$ cat config.mk
export PLATFORM = sky130hd
export DESIGN_NAME = muldiv_sequencer
export DESIGN_NICKNAME = d
export VERILOG_FILES = /design/src/rtl/muldiv_sequencer_pkg.sv /design/src/rtl/muldiv_step.sv /design/src/rtl/muldiv_sequencer.sv
export SDC_FILE = /design/constraint.sdc
export NUM_CORES = 1
export LEC_CHECK = 0
export CAP_MARGIN = 40
export CORE_ASPECT_RATIO = 1.25
export CORE_MARGIN = 2
export CORE_UTILIZATION = 50
export CTS_BUF_LIST = sky130_fd_sc_hd__clkbuf_8
export DETAILED_ROUTE_END_ITERATION = 6
export PLACE_DENSITY = 0.73
export SLEW_MARGIN = 20
export SYNTH_ARGS = -nofsm -noshare
export SYNTH_HDL_FRONTEND = slang
export SYNTH_SLANG_ARGS = --single-unit
export TNS_END_PERCENT = 20
$ cat constraint.sdc
create_clock -name clk -period 3.36 [get_ports clk]
set_input_delay 0.672 -clock clk [delete_from_list [all_inputs] [get_ports clk]]
set_output_delay 0.672 -clock clk [all_outputs]
set_load 0.005 [all_outputs]
$ cat src/rtl/muldiv_sequencer_pkg.sv
// Shared types for the multiply/divide sequencer: the execute-stage op selector
// and a helper that tells iterative ops apart from the HI/LO move ops.
package muldiv_sequencer_pkg;

  localparam int unsigned MD_W = 32;

  typedef enum logic [2:0] {
    MD_MULT  = 3'd0,
    MD_MULTU = 3'd1,
    MD_DIV   = 3'd2,
    MD_DIVU  = 3'd3,
    MD_MTHI  = 3'd4,
    MD_MTLO  = 3'd5
  } muldiv_op;

  function automatic logic is_muldiv(input muldiv_op op);
    return (op == MD_MULT) || (op == MD_MULTU) || (op == MD_DIV) || (op == MD_DIVU);
  endfunction

endpackage

$ cat src/rtl/muldiv_step.sv
// One combinational iteration of the shared datapath: right-shifting shift-add for
// multiply, left-shifting restoring subtract for divide, on unsigned magnitudes.
module muldiv_step #(
  parameter int unsigned W = 32
) (
  input  logic         is_div,
  input  logic [W:0]   acc_i,
  input  logic [W-1:0] sreg_i,
  input  logic [W-1:0] opnd_i,
  output logic [W:0]   acc_o,
  output logic [W-1:0] sreg_o
);

  logic [W:0]   sum;
  logic [W+1:0] shifted;
  logic [W+1:0] diff;
  logic         borrow;

  always_comb begin
    // Multiply: acc holds the upper partial product, sreg the multiplier/low product.
    sum     = acc_i + (sreg_i[0] ? {1'b0, opnd_i} : '0);
    // Divide: acc is the partial remainder, sreg the dividend/quotient.
    shifted = {acc_i, sreg_i[W-1]};
    diff    = shifted - {2'b00, opnd_i};
    borrow  = diff[W+1];
    if (is_div) begin
      acc_o  = borrow ? shifted[W:0] : diff[W:0];
      sreg_o = {sreg_i[W-2:0], ~borrow};
    end else begin
      acc_o  = {1'b0, sum[W:1]};
      sreg_o = {sum[0], sreg_i[W-1:1]};
    end
  end

endmodule

$ cat src/rtl/muldiv_sequencer.sv
// Iterative MULT/MULTU/DIV/DIVU controller owning HI/LO; W steps in RUN, a sign
// fixup/writeback cycle in FIXUP, and MTHI/MTLO handled directly from IDLE.
module muldiv_sequencer
  import muldiv_sequencer_pkg::*;
#(
  parameter int unsigned W = 32
) (
  input  logic         clk,
  input  logic         reset,
  input  logic         start,
  input  muldiv_op     op,
  input  logic [W-1:0] rs,
  input  logic [W-1:0] rt,
  input  logic         flush,
  input  logic         read_hilo,
  output logic         busy,
  output logic         stall,
  output logic         done,
  output logic [W-1:0] hi,
  output logic [W-1:0] lo
);

  localparam int unsigned CW = $clog2(W);

  typedef enum logic [1:0] {
    S_IDLE  = 2'd0,
    S_RUN   = 2'd1,
    S_FIXUP = 2'd2
  } state_e;

  state_e          state_q, state_d;
  logic [CW-1:0]   count_q, count_d;
  logic [W:0]      acc_q, acc_d;
  logic [W-1:0]    sreg_q, sreg_d;
  logic [W-1:0]    opnd_q, opnd_d;
  logic [W-1:0]    rs_q, rs_d;
  logic            div_q, div_d;
  logic            negq_q, negq_d;
  logic            negr_q, negr_d;
  logic            dz_q, dz_d;
  logic [W-1:0]    hi_q, hi_d;
  logic [W-1:0]    lo_q, lo_d;

  logic [W:0]      acc_step;
  logic [W-1:0]    sreg_step;
  logic            op_signed, op_div;
  logic [W-1:0]    rs_mag, rt_mag;
  logic [2*W-1:0]  prod, prod_fix;
  logic [W-1:0]    quo_fix, rem_fix;

  muldiv_step #(.W(W)) u_step (
    .is_div (div_q),
    .acc_i  (acc_q),
    .sreg_i (sreg_q),
    .opnd_i (opnd_q),
    .acc_o  (acc_step),
    .sreg_o (sreg_step)
  );

  always_comb begin
    op_signed = (op == MD_MULT) || (op == MD_DIV);
    op_div    = (op == MD_DIV) || (op == MD_DIVU);
    rs_mag    = (op_signed && rs[W-1]) ? -rs : rs;
    rt_mag    = (op_signed && rt[W-1]) ? -rt : rt;
    prod      = {acc_q[W-1:0], sreg_q};
    prod_fix  = negq_q ? -prod : prod;
    quo_fix   = negq_q ? -sreg_q : sreg_q;
    rem_fix   = negr_q ? -acc_q[W-1:0] : acc_q[W-1:0];
  end

  always_comb begin
    state_d = state_q;
    count_d = count_q;
    acc_d   = acc_q;
    sreg_d  = sreg_q;
    opnd_d  = opnd_q;
    rs_d    = rs_q;
    div_d   = div_q;
    negq_d  = negq_q;
    negr_d  = negr_q;
    dz_d    = dz_q;
    hi_d    = hi_q;
    lo_d    = lo_q;
    done    = 1'b0;
    case (state_q)
      S_IDLE: begin
        if (start && !flush) begin
          if (is_muldiv(op)) begin
            state_d = S_RUN;
            count_d = '0;
            acc_d   = '0;
            div_d   = op_div;
            rs_d    = rs;
            negq_d  = op_signed && (rs[W-1] ^ rt[W-1]);
            negr_d  = (op == MD_DIV) && rs[W-1];
            dz_d    = op_div && (rt == '0);
            // Divide iterates over the dividend; multiply over the multiplier (rt).
            sreg_d  = op_div ? rs_mag : rt_mag;
            opnd_d  = op_div ? rt_mag : rs_mag;
          end else if (op == MD_MTHI) begin
            hi_d = rs;
          end else if (op == MD_MTLO) begin
            lo_d = rs;
          end
        end
      end
      S_RUN: begin
        if (flush) begin
          state_d = S_IDLE;
        end else begin
          acc_d  = acc_step;
          sreg_d = sreg_step;
          if (count_q == CW'(W - 1)) begin
            state_d = S_FIXUP;
          end else begin
            count_d = count_q + CW'(1);
          end
        end
      end
      S_FIXUP: begin
        state_d = S_IDLE;
        if (!flush) begin
          done = 1'b1;
          if (!div_q) begin
            hi_d = prod_fix[2*W-1:W];
            lo_d = prod_fix[W-1:0];
          end else if (dz_q) begin
            hi_d = rs_q;
            lo_d = '1;
          end else begin
            hi_d = rem_fix;
            lo_d = quo_fix;
          end
        end
      end
      default: state_d = S_IDLE;
    endcase
  end

  always_ff @(posedge clk) begin
    if (reset) begin
      state_q <= S_IDLE;
      count_q <= '0;
      acc_q   <= '0;
      sreg_q  <= '0;
      opnd_q  <= '0;
      rs_q    <= '0;
      div_q   <= 1'b0;
      negq_q  <= 1'b0;
      negr_q  <= 1'b0;
      dz_q    <= 1'b0;
      hi_q    <= '0;
      lo_q    <= '0;
    end else begin
      state_q <= state_d;
      count_q <= count_d;
      acc_q   <= acc_d;
      sreg_q  <= sreg_d;
      opnd_q  <= opnd_d;
      rs_q    <= rs_d;
      div_q   <= div_d;
      negq_q  <= negq_d;
      negr_q  <= negr_d;
      dz_q    <= dz_d;
      hi_q    <= hi_d;
      lo_q    <= lo_d;
    end
  end

  assign busy  = (state_q != S_IDLE);
  assign stall = read_hilo && (busy || (start && is_muldiv(op)));
  assign hi    = hi_q;
  assign lo    = lo_q;

endmodule

After elaboration in Yosys (flattened, before gate mapping)
Index checks and enable logic that the tools add are counted.
Word-level totals
  register bits after elaboration: 204
  bits of input ports: 72
  output and inout bits: 67
Cells by class
  multiplexer cells: 46
  bitwise logic cells: 2
  reduce and logical (&&, ||, !) cells: 27
  equality and inequality tests: 18
  add/sub/neg operators: 8
Operators by type and width (count)
  32-bit 2-to-1 mux: 24
  32-bit case mux with 2 select lines: 3
  33-bit 2-to-1 mux: 5
  32-bit negator: 4
  33-bit case mux with 2 select lines: 1
  64-bit 2-to-1 mux: 1
  64-bit negator: 1
  34-bit by 32-bit subtractor with 34-bit output: 1
  33-bit adder: 1
  32-bit zero test: 1
  5-bit 2-to-1 mux: 4
  2-bit inequality test, second input constant: 9
  5-bit case mux with 2 select lines: 1
  5-bit AND reduction: 2
  1-bit logical AND: 8
  2-bit 2-to-1 mux: 4
  3-bit by 2-bit == test with 1-bit output, second input constant: 2
  3-bit == test, second input constant: 2
  1-bit logical OR: 6
  3-bit AND reduction: 2
  6-bit AND reduction: 1
  2-bit nonzero test: 3
  5-bit by 1-bit adder with 5-bit output, second input constant: 1
  5-bit == test, second input constant: 1
  other kinds (12): 13

Logic depth before layout (Yosys ltp)
  word-level depth: 8
  gate-level depth with buffers: 16

Modules after synthesis
Synthesis repeated with hierarchy kept, for this count alone.
Unflattened totals
  cell total of the unflattened synthesis: 2481
  area total of the unflattened synthesis: 18007.3 sq um
Modules (own cells, without submodules)
  muldiv_sequencer: cells each 1769, times used 1, area each 13138.9 sq um
  muldiv_step: cells each 712, times used 1, area each 4868.4 sq um

Worst setup path after synthesis
OpenSTA, ideal clock, no wires.
  kind: reg-to-reg
  start: register sreg_q[0]
  end: register acc_q[30]
  library setup time: 129 ps
  data arrival time: 3586 ps
  stages on the path, launching flop included: 16
  buffers on the path: 2
  slack: -355 ps
  clock period less this slack: 3715 ps
  path through: dfxtp_1 clkbuf_1 inv_1 clkbuf_1 nor2_1 ha_1 a21o_1 a21oi_1 a32oi_1 a2111oi_0 o31a_1 a21oi_1 a311o_1 a221oi_1 mux2i_1 o211ai_1
On the way
  word-level cells in the longest chain between the ends: 5
RTL lines
  start: declaration: RTL line muldiv_sequencer.sv:34  | logic [W-1:0] sreg_q, sreg_d;
  start signal: assignment: RTL line muldiv_sequencer.sv:158  | sreg_q <= sreg_d;
  32-bit 2-to-1 mux: RTL line muldiv_step.sv:21  | sum = acc_i + (sreg_i[0] ? {1'b0, opnd_i} : '0);
  33-bit adder: RTL line muldiv_step.sv:21
  33-bit 2-to-1 mux: RTL line muldiv_step.sv:26  | if (is_div) begin
  33-bit 2-to-1 mux: RTL line muldiv_sequencer.sv:108  | if (flush) begin
  33-bit case mux with 2 select lines: RTL line muldiv_sequencer.sv:85  | case (state_q)
  end signal: assignment: RTL line muldiv_sequencer.sv:144  | acc_q <= '0;
  end signal: assignment: RTL line muldiv_sequencer.sv:157  | acc_q <= acc_d;
  end: declaration: RTL line muldiv_sequencer.sv:33  | logic [W:0] acc_q, acc_d;
No other way between the ends. The select of a mux whose other input is x is not followed.
A chain may end at the register's enable or synchronous reset.

Worst setup path in the final report
Same ends and word-level chain as after synthesis.

==> impl_results.md <==
- Status: finished, final reports clean
- Family with the most delay on the worst path: compound AO/OA/AOI/OAI gates
- Worst Hold Launch: opnd_q[15]
- Crit-path max cell delay: 0.35 ns
- Slew @ Worst Pin: 0.844 ns
- Number of synthesized register bits: 204
- Slowest CP cell: dfxtp_2
- Peak supply drop: 0.310 mV
- Tcrit/Tclk final: 97.6%
- Crit path cell chain: inv_2 -> buf_12 -> nor2_1 -> ha_1 -> a21o_1 -> a31oi_1 -> o21bai_1 -> a2111oi_2 -> buf_4 -> o31a_1 -> a21oi_1 -> a311o_1 -> a221oi_2 -> mux2i_1 -> o211ai_1
- Clock root cell: clkbuf_8
- Avg Vias per Cell: 6.31
- # IOs: 139
- Max Root-Sink Buffers: 3
- PD cells: 328 nW/µm²
- Main flop type after synthesis: dfxtp_1
- Critical path endpoint category: flip-flop
- R2R Path Start: sreg_q[0]
- Initial core utilization: between 50% and 60%
- R2R depth: 15
- Post-Syn Area per Cell: between 7 and 8 µm²
- CP Launch Type: flip-flop
- WHS Endpoint: opnd_q[15]
- Bufs and invs on worst path: 3
- Worst-Skew Late Latency: 0.60 ns
- WP data arrival: 3.74 ns
- TritonRoute pass-1 iters: 6
- CTS tree: done
- Cell variety after synth: 81
- Hold Path Depth: 2
- Initial antenna violation count: 0
- HPWL Detailed: between 50,000 and 60,000 µm
- Clock share of power: between 30 and 40%
- Net Sw Frac: about a third
- Most common cell after layout, fill and taps aside: buf_4
- Layout cells sized above 1: a little under a fifth
- # rows: 75
- Max-cap violations: 0
- CTS HTree Levels: 2
- Post-Syn Nets: 2,522
- Asr flop ratio synth: 0%
- Clock transition at path regs: roughly 0.070 ns
- Logic pwr share: 26.2%
- Final min period: 3.28 ns
- Hold WS: between 0.4 and 0.5 ns
- RSZ-0062 raised after global routing: true
- Sequential share of the synthesized area: 24.2%
- Setup CP Type: flip-flop to flip-flop
- GRT Total Usage: 41.3%
- Die footprint: 35,200 µm²
- Mapped Area: ~17,000 µm²
- Sw Pwr: between 2 and 2.5 mW
- Pin count of the biggest net entering global routing: between 100 and 150
- Final hold violations: 0
- Core Area: between 30,000 and 40,000 µm²
- Layout area overhead: 31.0%
- Width of the die: 168 µm
- Synthesized instance count: 2,378
- P_leak: between 8 and 9 nW
- Buffers on Ports: around 140
- Fillcell total: 3,052
- Hold_buf cts: 0
- Via count: roughly 20,000
- CTS sink count: roughly 200
- Post-DR wirelength/cell: 23.3 µm
- Most frequent cells in the layout: buf_4, nand2_1, a21oi_1
- Relative slew slack: 43.8%
- Number of synthesis warnings: 0
- Die height: 209 µm
- Power Internal: 4.88 mW
- FF-to-FF setup slack: 0.08 ns
- Maximum clock rate: between 300 and 400 MHz
- Reg-to-reg endpoint: acc_q[30]
- Pins over their slew limit: 0
- DRT iter0 DRCs: 1,922
- WL final: around 75,000 µm
- Drt drc: 0
- Critical-path maximum fanout: 15
- Placer Congestion: 1.05
- # nets final: 2,891
- Fin area: around 22,000 µm²
- First-pass GRT wire length: about 110,000 µm
- Sequential power share: around a third
- Number of antenna-violating nets in the routed design: 0
- Clk_skew: 0.0383 ns
- Grt ovf: 0
- Cts bufs inserted: 38
- Placed cell area: 21,000 µm²
- # setup viols final: 0
- Vias in the first global route: 19,500
- ANT cells: 0
- Worst EP required: between 3 and 4 ns
- Post-synth EDFFs: 0
- Worst hold path type: flip-flop to flip-flop
power groups by stage:
stage	combinational [mW]	sequential (mW)	clock, mW
floorplan	0.922	2.58	0
global placement	1.79	2.59	0
detailed placement	1.80	2.59	0
CTS	1.82	2.54	2.83
global route	2.01	2.55	2.93
finish	1.90	2.54	2.81
worst max path at each step:
stage                     slack (ns)       start  cells after the start          to
final                           0.08   sreg_q[0]                     15   acc_q[30]
after global routing           -0.07  opnd_q[11]                     16   sreg_q[0]
after CTS                     -0.007  sreg_q[31]                     15   acc_q[28]
after detailed placement       -0.46      rs[19]                     12  opnd_q[30]
after global placement         -0.37      rs[19]                     12  opnd_q[30]
after floorplan                 0.02   sreg_q[0]                     15   acc_q[30]
kinds of logic (layout without fill, tap and decap cells):
logic type,count (synthesis),after routing,synth area share [%]
AND/OR/NAND/NOR,837,837,22.7
AO/OA/AOI/OAI,766,766,28.6
buffers and inverters,250,648,5.73
flip-flops,204,204,24.2
XOR/XNOR,202,202,10.5
adder cells (fa/ha/maj),72,72,5.43
multiplexers,47,47,2.80
Yosys cell counts (52+ instances only):
cell type	number	share of area (%)
o211ai_1	75	3.3
o21ai_0	155	4.6
dfxtp_1	204	24
xor2_1	85	4.4
xnor2_1	117	6.1
clkbuf_1	165	3.7
a21oi_1	257	7.6
nand2_1	337	7.5
inv_1	61	1.4
nor3_1	52	1.5
nor2_1	230	5.1
ha_1	70	5.2
flip-flops by register name, indices dropped and copies added, names as in the netlist:
signal / cells
opnd_q: 32
acc_q: 33
lo: 32
sreg_q: 32
count_q: 5
dz_q: 1
negq_q: 1
hi: 32
negr_q: 1
div_q: 1
rs_q: 32
state_q: 2
cell type report:
type	instances	area, µm²	share of cell area, %
Timing Repair Buffer	516	4330	19.6
Inverter	63	236	1.07
Clock inverter	22	213	0.962
Tap cell	423	529	2.39
Clock buffer	47	647	2.93
Multi-Input combinational cell	1924	12100	54.6
Sequential cell	204	4090	18.5
timing repair:
item	CTS	global route
gates cloned	0	0
buffers inserted	0	6
setup endpoints to repair	25	49
gates resized for setup	7	37
pin swaps	1	14
per-layer routing:
metal / up-vias / routed length, µm / part of all wire, % / global-route usage [%]
met5: - / 0 / 0 / 0
met4: 0 / 6670 / 8.9 / 30.9
met3: 335 / 6160 / 8.3 / 6.39
met2: 1114 / 34400 / 46 / 67.8
met1: 9466 / 27300 / 37 / 48.8
li1: 9283 / - / - / -
worst min-delay path: stages, from the launching register on:
cell and delay, ns:
dfxtp_1 0.31, nand2_1 0.05, a21oi_1 0.05
stage by stage:
stage               util (%)  setup TNS, ns  std cells  total power [mW]  setup WS [ns]
floorplan                  -              0       2378              3.51         0.0246
global placement        63.0          -4.15       3124              4.38         -0.367
detailed placement      63.0          -5.75       3124              4.39         -0.460
CTS                     65.6       -0.00699       3193              7.19       -0.00699
global route            66.2         -0.394       3199              7.49        -0.0707
finish                  66.2              0       3199              7.26         0.0799
Power figures use the tool's default switching activity.
